===== src/rtl/lcd_scanout_pkg.sv =====
// Shared definitions for the LCD scan-out block: default panel timing, FSM state
// encodings, RGB565 field positions, raster flag bundle and the colour-bar palette.
package lcd_scanout_pkg;

  localparam int H_ACTIVE_DEF = 480;
  localparam int H_FP_DEF     = 8;
  localparam int H_SYNC_DEF   = 4;
  localparam int H_BP_DEF     = 43;
  localparam int V_ACTIVE_DEF = 200;
  localparam int V_FP_DEF     = 8;
  localparam int V_SYNC_DEF   = 4;
  localparam int V_BP_DEF     = 12;

  localparam logic [0:0] ST_WAIT = 1'b0;
  localparam logic [0:0] ST_RUN  = 1'b1;

  localparam int R_MSB = 15;
  localparam int R_LSB = 11;
  localparam int G_MSB = 10;
  localparam int G_LSB = 5;
  localparam int B_MSB = 4;
  localparam int B_LSB = 0;

  // Raster position flags decoded from the h/v counters (all active-high).
  typedef struct packed {
    logic active;
    logic hsync;
    logic vsync;
  } raster_t;

  // Eight vertical bars, left to right: white, yellow, cyan, green, magenta, red, blue, black.
  function automatic logic [15:0] bar_color(input logic [2:0] idx);
    logic [15:0] c;
    case (idx)
      3'd0:    c = 16'hFFFF;
      3'd1:    c = 16'hFFE0;
      3'd2:    c = 16'h07FF;
      3'd3:    c = 16'h07E0;
      3'd4:    c = 16'hF81F;
      3'd5:    c = 16'hF800;
      3'd6:    c = 16'h001F;
      default: c = 16'h0000;
    endcase
    return c;
  endfunction

endpackage


===== src/rtl/lcd_scanout_sync_gen.sv =====
// Horizontal/vertical raster counters with decoded active/hsync/vsync flags.
// Counters hold at the frame origin (0,0) while en is low.
module lcd_scanout_sync_gen
  import lcd_scanout_pkg::*;
#(
  parameter int H_ACTIVE = H_ACTIVE_DEF,
  parameter int H_FP     = H_FP_DEF,
  parameter int H_SYNC   = H_SYNC_DEF,
  parameter int H_BP     = H_BP_DEF,
  parameter int V_ACTIVE = V_ACTIVE_DEF,
  parameter int V_FP     = V_FP_DEF,
  parameter int V_SYNC   = V_SYNC_DEF,
  parameter int V_BP     = V_BP_DEF,
  localparam int H_TOTAL = H_ACTIVE + H_FP + H_SYNC + H_BP,
  localparam int V_TOTAL = V_ACTIVE + V_FP + V_SYNC + V_BP,
  localparam int HW      = $clog2(H_TOTAL),
  localparam int VW      = $clog2(V_TOTAL)
) (
  input  logic          clk,
  input  logic          rst_n,
  input  logic          en,
  output logic [HW-1:0] h,
  output logic [VW-1:0] v,
  output raster_t       flags
);

  logic h_last;
  logic v_last;

  assign h_last = (h == HW'(H_TOTAL - 1));
  assign v_last = (v == VW'(V_TOTAL - 1));

  always_ff @(posedge clk or negedge rst_n) begin
    if (!rst_n) begin
      h <= '0;
      v <= '0;
    end else if (!en) begin
      h <= '0;
      v <= '0;
    end else if (h_last) begin
      h <= '0;
      v <= v_last ? '0 : v + 1'b1;
    end else begin
      h <= h + 1'b1;
    end
  end

  // Sync windows sit between the front and back porches of each axis.
  always_comb begin
    flags        = '0;
    flags.active = (h < HW'(H_ACTIVE)) && (v < VW'(V_ACTIVE));
    flags.hsync  = (h >= HW'(H_ACTIVE + H_FP)) && (h < HW'(H_ACTIVE + H_FP + H_SYNC));
    flags.vsync  = (v >= VW'(V_ACTIVE + V_FP)) && (v < VW'(V_ACTIVE + V_FP + V_SYNC));
  end

endmodule


===== src/rtl/lcd_scanout.sv =====
// LCD raster scan-out: waits for the frame reader's first burst, then pops one FIFO word
// per active pixel and drives registered RGB565/HSync/VSync/DE. Optional LCD_TEST_PATTERN_EN.
module lcd_scanout
  import lcd_scanout_pkg::*;
#(
  parameter int H_ACTIVE = H_ACTIVE_DEF,
  parameter int H_FP     = H_FP_DEF,
  parameter int H_SYNC   = H_SYNC_DEF,
  parameter int H_BP     = H_BP_DEF,
  parameter int V_ACTIVE = V_ACTIVE_DEF,
  parameter int V_FP     = V_FP_DEF,
  parameter int V_SYNC   = V_SYNC_DEF,
  parameter int V_BP     = V_BP_DEF,
  localparam int H_TOTAL = H_ACTIVE + H_FP + H_SYNC + H_BP,
  localparam int V_TOTAL = V_ACTIVE + V_FP + V_SYNC + V_BP,
  localparam int HW      = $clog2(H_TOTAL),
  localparam int VW      = $clog2(V_TOTAL)
) (
  input  logic          i_Clk,
  input  logic          i_Reset_n,
  input  logic          i_First_Data_Ready,
  input  logic [15:0]   i_Pixel_Data,
  input  logic          i_Pixel_Empty,
`ifdef LCD_TEST_PATTERN_EN
  input  logic          i_Pattern_Sel,
`endif
  output logic          o_Pixel_Rd,
  output logic          o_LCD_HSync,
  output logic          o_LCD_VSync,
  output logic          o_LCD_DE,
  output logic [4:0]    o_LCD_R,
  output logic [5:0]    o_LCD_G,
  output logic [4:0]    o_LCD_B,
  output logic          o_Underflow,
  output logic          o_Dbg_State,
  output logic [HW-1:0] o_Dbg_H,
  output logic [VW-1:0] o_Dbg_V
);

  logic [0:0]    state;
  logic          run;
  logic          active_px;
  logic          pop;
  logic [HW-1:0] h;
  logic [VW-1:0] v;
  raster_t       flags;
  logic [15:0]   pix_next;
  logic [15:0]   pix_q;
  logic          hsync_q;
  logic          vsync_q;
  logic          de_q;
  logic          underflow_q;

  always_ff @(posedge i_Clk or negedge i_Reset_n) begin
    if (!i_Reset_n) begin
      state <= ST_WAIT;
    end else if (state == ST_WAIT && i_First_Data_Ready) begin
      state <= ST_RUN;
    end
  end

  assign run = (state == ST_RUN);

  lcd_scanout_sync_gen #(
    .H_ACTIVE (H_ACTIVE),
    .H_FP     (H_FP),
    .H_SYNC   (H_SYNC),
    .H_BP     (H_BP),
    .V_ACTIVE (V_ACTIVE),
    .V_FP     (V_FP),
    .V_SYNC   (V_SYNC),
    .V_BP     (V_BP)
  ) u_sync (
    .clk   (i_Clk),
    .rst_n (i_Reset_n),
    .en    (run),
    .h     (h),
    .v     (v),
    .flags (flags)
  );

  // FIFO handshake: !i_Pixel_Empty is valid for the show-ahead head word, o_Pixel_Rd is the
  // pop; a word transfers on any rising edge where both are high, and the word is consumed.
  // The raster never waits for data, so an empty FIFO on an active pixel is an underflow.
  assign active_px  = run && flags.active;
  assign pop        = active_px && !i_Pixel_Empty;
  assign o_Pixel_Rd = pop;

`ifdef LCD_TEST_PATTERN_EN
  localparam int HPW = HW + 3;
  logic [2:0] bar_idx;

  // bar = floor(h*8/H_ACTIVE), found by counting the bar boundaries already passed.
  always_comb begin
    bar_idx = '0;
    for (int k = 1; k < 8; k++) begin
      if ({h, 3'b000} >= HPW'(k * H_ACTIVE)) bar_idx = bar_idx + 3'd1;
    end
  end

  always_comb begin
    pix_next = '0;
    if (active_px && i_Pattern_Sel) pix_next = bar_color(bar_idx);
    else if (pop) pix_next = i_Pixel_Data;
  end
`else
  always_comb begin
    pix_next = '0;
    if (pop) pix_next = i_Pixel_Data;
  end
`endif

  always_ff @(posedge i_Clk or negedge i_Reset_n) begin
    if (!i_Reset_n) begin
      hsync_q     <= 1'b1;
      vsync_q     <= 1'b1;
      de_q        <= 1'b0;
      pix_q       <= '0;
      underflow_q <= 1'b0;
    end else begin
      hsync_q <= !(run && flags.hsync);
      vsync_q <= !(run && flags.vsync);
      de_q    <= active_px;
      pix_q   <= pix_next;
      if (active_px && i_Pixel_Empty) underflow_q <= 1'b1;
    end
  end

  assign o_LCD_HSync = hsync_q;
  assign o_LCD_VSync = vsync_q;
  assign o_LCD_DE    = de_q;
  assign o_LCD_R     = pix_q[R_MSB:R_LSB];
  assign o_LCD_G     = pix_q[G_MSB:G_LSB];
  assign o_LCD_B     = pix_q[B_MSB:B_LSB];
  assign o_Underflow = underflow_q;
  assign o_Dbg_State = state;
  assign o_Dbg_H     = h;
  assign o_Dbg_V     = v;

endmodule

===== config.mk =====
export PLATFORM = sky130hd
export DESIGN_NAME = lcd_scanout
export DESIGN_NICKNAME = d
export VERILOG_FILES = /design/src/rtl/lcd_scanout_pkg.sv /design/src/rtl/lcd_scanout_sync_gen.sv /design/src/rtl/lcd_scanout.sv
export SDC_FILE = /design/constraint.sdc
export NUM_CORES = 1
export LEC_CHECK = 0
export CORE_UTILIZATION = 44
export CTS_CLUSTER_SIZE = 25
export DETAILED_ROUTE_END_ITERATION = 12
export GPL_ROUTABILITY_DRIVEN = 0
export PLACE_DENSITY = 0.79
export RECOVER_POWER = 25
export SYNTH_ARGS = -nofsm -noshare
export SYNTH_HDL_FRONTEND = slang
export SYNTH_SLANG_ARGS = --single-unit

===== constraint.sdc =====
create_clock -name i_Clk -period 2.6 [get_ports i_Clk]
set_clock_uncertainty 0.2 [all_clocks]
set_input_delay 0.52 -clock i_Clk [delete_from_list [all_inputs] [get_ports i_Clk]]
set_output_delay 0.52 -clock i_Clk [all_outputs]
set_load 0.1 [all_outputs]

==> flow_metrics.py <==
metrics = {
    "setup_path": {
        "worst_r2r_endpoint": "u_sync.v[7]",
        "r2r_cells": 4,
        "crit_start": "u_sync.v[4]",
        "ff2ff_setup_slack_ns": 0.25,
        "crit_end": "o_Pixel_Rd",
        "cpMaxStageDelayCell": "dfrtp_4",
        "critPathCaptureType": "primary output",
        "cp_cell_sequence": "o311a_1 -> nor3b_2 -> nor2b_4 -> buf_12",
        "critical_path_class": "reg2out",
        "r2r_start": "u_sync.h[6]",
        "start_kind": "register",
        "crit_arrival_ns": 1.80,
        "crit_required_ns": 1.88,
        "crit_fanout": 8,
        "max_stage_delay_ns": 0.52,
    },
    "yosys": {
        "synth-async-reset-ratio_pct": 100,
        "syn_area_sq_um": 1660,
        "ys.flop_type": "dfrtp_1",
        "synth_top_area_share_pct": 55.8,
        "synth_compound_area_share_pct": 4.67,
        "muxShareOfSynthArea_pct": 1.21,
        "synth_cells": 146,
        "syn_nets": 171,
        "yosysWarningCount": 0,
        "synthSimpleGateAreaFrac_pct": 23.4,
        "syn-mean-instance-area_sq_um": 11.4,
        "synth_top_family_by_area": "simple AND/OR/NAND/NOR gates",
        "synth_xor_area_share_pct": 5.80,
        "synthDistinctLibCells": 34,
        "yosys.area.top_type": "dfrtp_1",
        "synthTopCellsByArea": "dfrtp_1, and2_1, xnor2_1",
        "synth_edf_count": 0,
        "synth_seq_cells": 39,
        "seq_area_frac_synth_pct": 58.9,
        "synth_adder_area_share_pct": 3.77,
    },
    "route": {
        "avgRoutedWirePerCell_um": 14.0,
        "drtIter0Drc": 64,
        "drt_pass1_iterations": 4,
        "drtAntennaViolNets": 0,
        "via_per_inst": 5.03,
        "drc": 0,
        "vias": 1292,
        "wirelength_mm": 3.60,
    },
    "grt": {
        "grt_pass1_wl_mm": 6.15,
        "grt_use_total_pct": 19.8,
        "grt-ovfl-total": 0,
        "antenna_found_initial": 0,
        "grt_pass1_vias": 1307,
        "grt_max_degree": 40,
    },
    "floorplanning": {
        "dieWidth_um": 63.4,
        "start_util_pct": 47.9,
        "fp.dieArea_sq_um": 4020,
        "ios": 60,
        "die_h_um": 63.4,
        "coreArea_sq_um": 3470,
        "fp-row-count": 21,
    },
    "clocking": {
        "cts_root_buf": "clkbuf_8",
        "numCtsBuffers": 5,
        "cts_hold_buffers": 0,
        "cts_max_path_buffers": 2,
        "clock_latency_ns": 0.29,
        "h-tree-depth": 2,
        "cts_tree": "yes",
        "clock-sinks": 39,
        "clk_pin_slew_ns": 0.08,
    },
    "cells_and_area": {
        "fillers": 266,
        "final_util_pct": 67.4,
        "register_area_sq_um": 993,
        "multi_input_area_sq_um": 658,
        "synthToLayoutAreaGrowth_pct": 40.7,
        "diodes": 0,
        "layout-drive-gt1-share_pct": 33.2,
        "nets": 235,
    },
    "run": {
        "drv_cap": 0,
    },
    "sta": {
        "slew_violations": 0,
        "grt_setup_unrepaired": "false",
        "tightestPinTransition_ns": 0.832,
        "fmax_mhz": 397,
        "max-slew-margin-rel_pct": 44.5,
        "setup_viol": 0,
        "whs_ns": 0.129,
        "setup_tns_ns": 0,
        "layout_min_cycle_time_ns": 2.52,
        "fin_crit_sh_pct": 96.8,
        "hold_viol_final": 0,
    },
    "worst_hold_path": {
        "worstHoldPathType": "in2async",
    },
    "power_and_ir_drop": {
        "p_per_area_nw_per_um2": 853,
        "ir_drop_mv": 0.434,
        "leakage_uw": 0.00108,
    },
    "run_status": {
        "outcome": "finished clean",
    },
    "placement": {
        "io_buffer_count": 59,
        "hpwl_mm": 2.67,
    },
}
==> cells in the mapped netlist (all sizes together) (3+ instances only) <==
| cell type | instances |
|---|---|
| nand2 | 11 |
| dfrtp | 37 |
| ha | 5 |
| nand3 | 6 |
| xnor2 | 9 |
| o31ai | 3 |
| nor2 | 14 |
| nor3 | 4 |
| inv | 5 |
| or4 | 4 |
| nand2b | 3 |
| and2 | 17 |
==> critical path, delay by kind of cell, from the launching register on <==
family | cells | cell delay [ns]
AO/OA/AOI/OAI | 1 | 0.37
buffers and inverters | 1 | 0.18
flip-flops | 1 | 0.52
AND/OR/NAND/NOR | 2 | 0.43
==> layout make-up <==
cell class / instances / share of cell area (%)
clock buffer: 7 / 3.70
clock inverter: 1 / 0.375
inverter: 5 / 0.803
multi-input combinational: 98 / 28.2
sequential: 39 / 42.5
tap: 46 / 2.46
timing repair buffer: 61 / 22.0
==> per-layer routing <==
metal  routed length (um)  part of all wire [%]  up-vias  global-route usage (%)
li1                     -                     -      612                       -
met4                   34                  0.95        0                    4.83
met5                    0                     0        -                       0
met1                 1510                    42      606                    24.7
met3                  361                    10        4                    8.15
met2                 1690                    47       70                    31.6
==> sequential cells by signal (all words and copies together) (netlist names) <==
signal,cells
o_Dbg_State,1
o_LCD_DE,1
o_LCD_HSync,1
o_LCD_VSync,1
o_Underflow,1
pix_q,16
u_sync.h,10
u_sync.v,8
==> cell families (layout without fill, tap and decap cells) <==
group           after synthesis  in the layout
simple gates                 71             71
compound gates                9              9
xor+xnor                     11             11
mux                           2              2
fa+ha+maj                     5              5
buf+inv                       9             74
flops                        39             39
==> through the flow <==
stage                     total power, uW  cell area, sq um  std cells  setup slack, ns
after detailed placement             1580              2230        248            0.304
after global placement               1570              2230        248            0.347
after floorplan                      1380              1700        146          0.00852
final                                1990              2340        257           0.0823
after CTS                            2010              2330        256           0.0220
after global routing                 2070              2340        257           0.0235
==> how the worst min path moves through the flow <==
stage	startpoint	end	slack, ns	cells past startpoint
finish	i_Reset_n	u_sync.v[6]	0.13	1
CTS	i_Reset_n	u_sync.v[6]	0.17	1
global route	i_Reset_n	u_sync.v[3]	0.20	1
global placement	o_Underflow	o_Underflow	0.24	1
detailed placement	o_Underflow	o_Underflow	0.26	1
floorplan	i_Reset_n	o_Dbg_State	0.02	0
==> repair_timing <==
item / CTS / global route
setup buffers: 0 / 1
gates resized for setup: 0 / 0
hold endpoints to repair: 0 / 0
setup endpoints to repair: 1 / 1
pin swaps: 1 / 1
==> power by group <==
part	switching [uW]	internal, uW
logic	608	189
registers	92.6	679
clock network	205	217
==> layout by cell type (no fill, tap or decap), types with 2 or more instances in the layout <==
cell | Yosys | layout
nand2b_1 | 3 | 3
nor3_1 | 4 | 4
o31ai_1 | 2 | 2
nand2_1 | 11 | 11
nor4_1 | 2 | 2
xor2_1 | 2 | 2
dfrtp_2 | 0 | 9
inv_1 | 5 | 5
mux2i_1 | 2 | 2
nand4_1 | 2 | 2
nand3_1 | 6 | 6
clkbuf_8 | 0 | 6
clkdlybuf4s50_1 | 0 | 17
dfstp_2 | 2 | 2
buf_4 | 0 | 41
ha_1 | 5 | 5
nor2_1 | 14 | 14
xnor2_1 | 9 | 9
or4_1 | 3 | 3
and2_1 | 17 | 17
dfrtp_1 | 37 | 27
No activity file was read; power rests on OpenSTA's default activity.
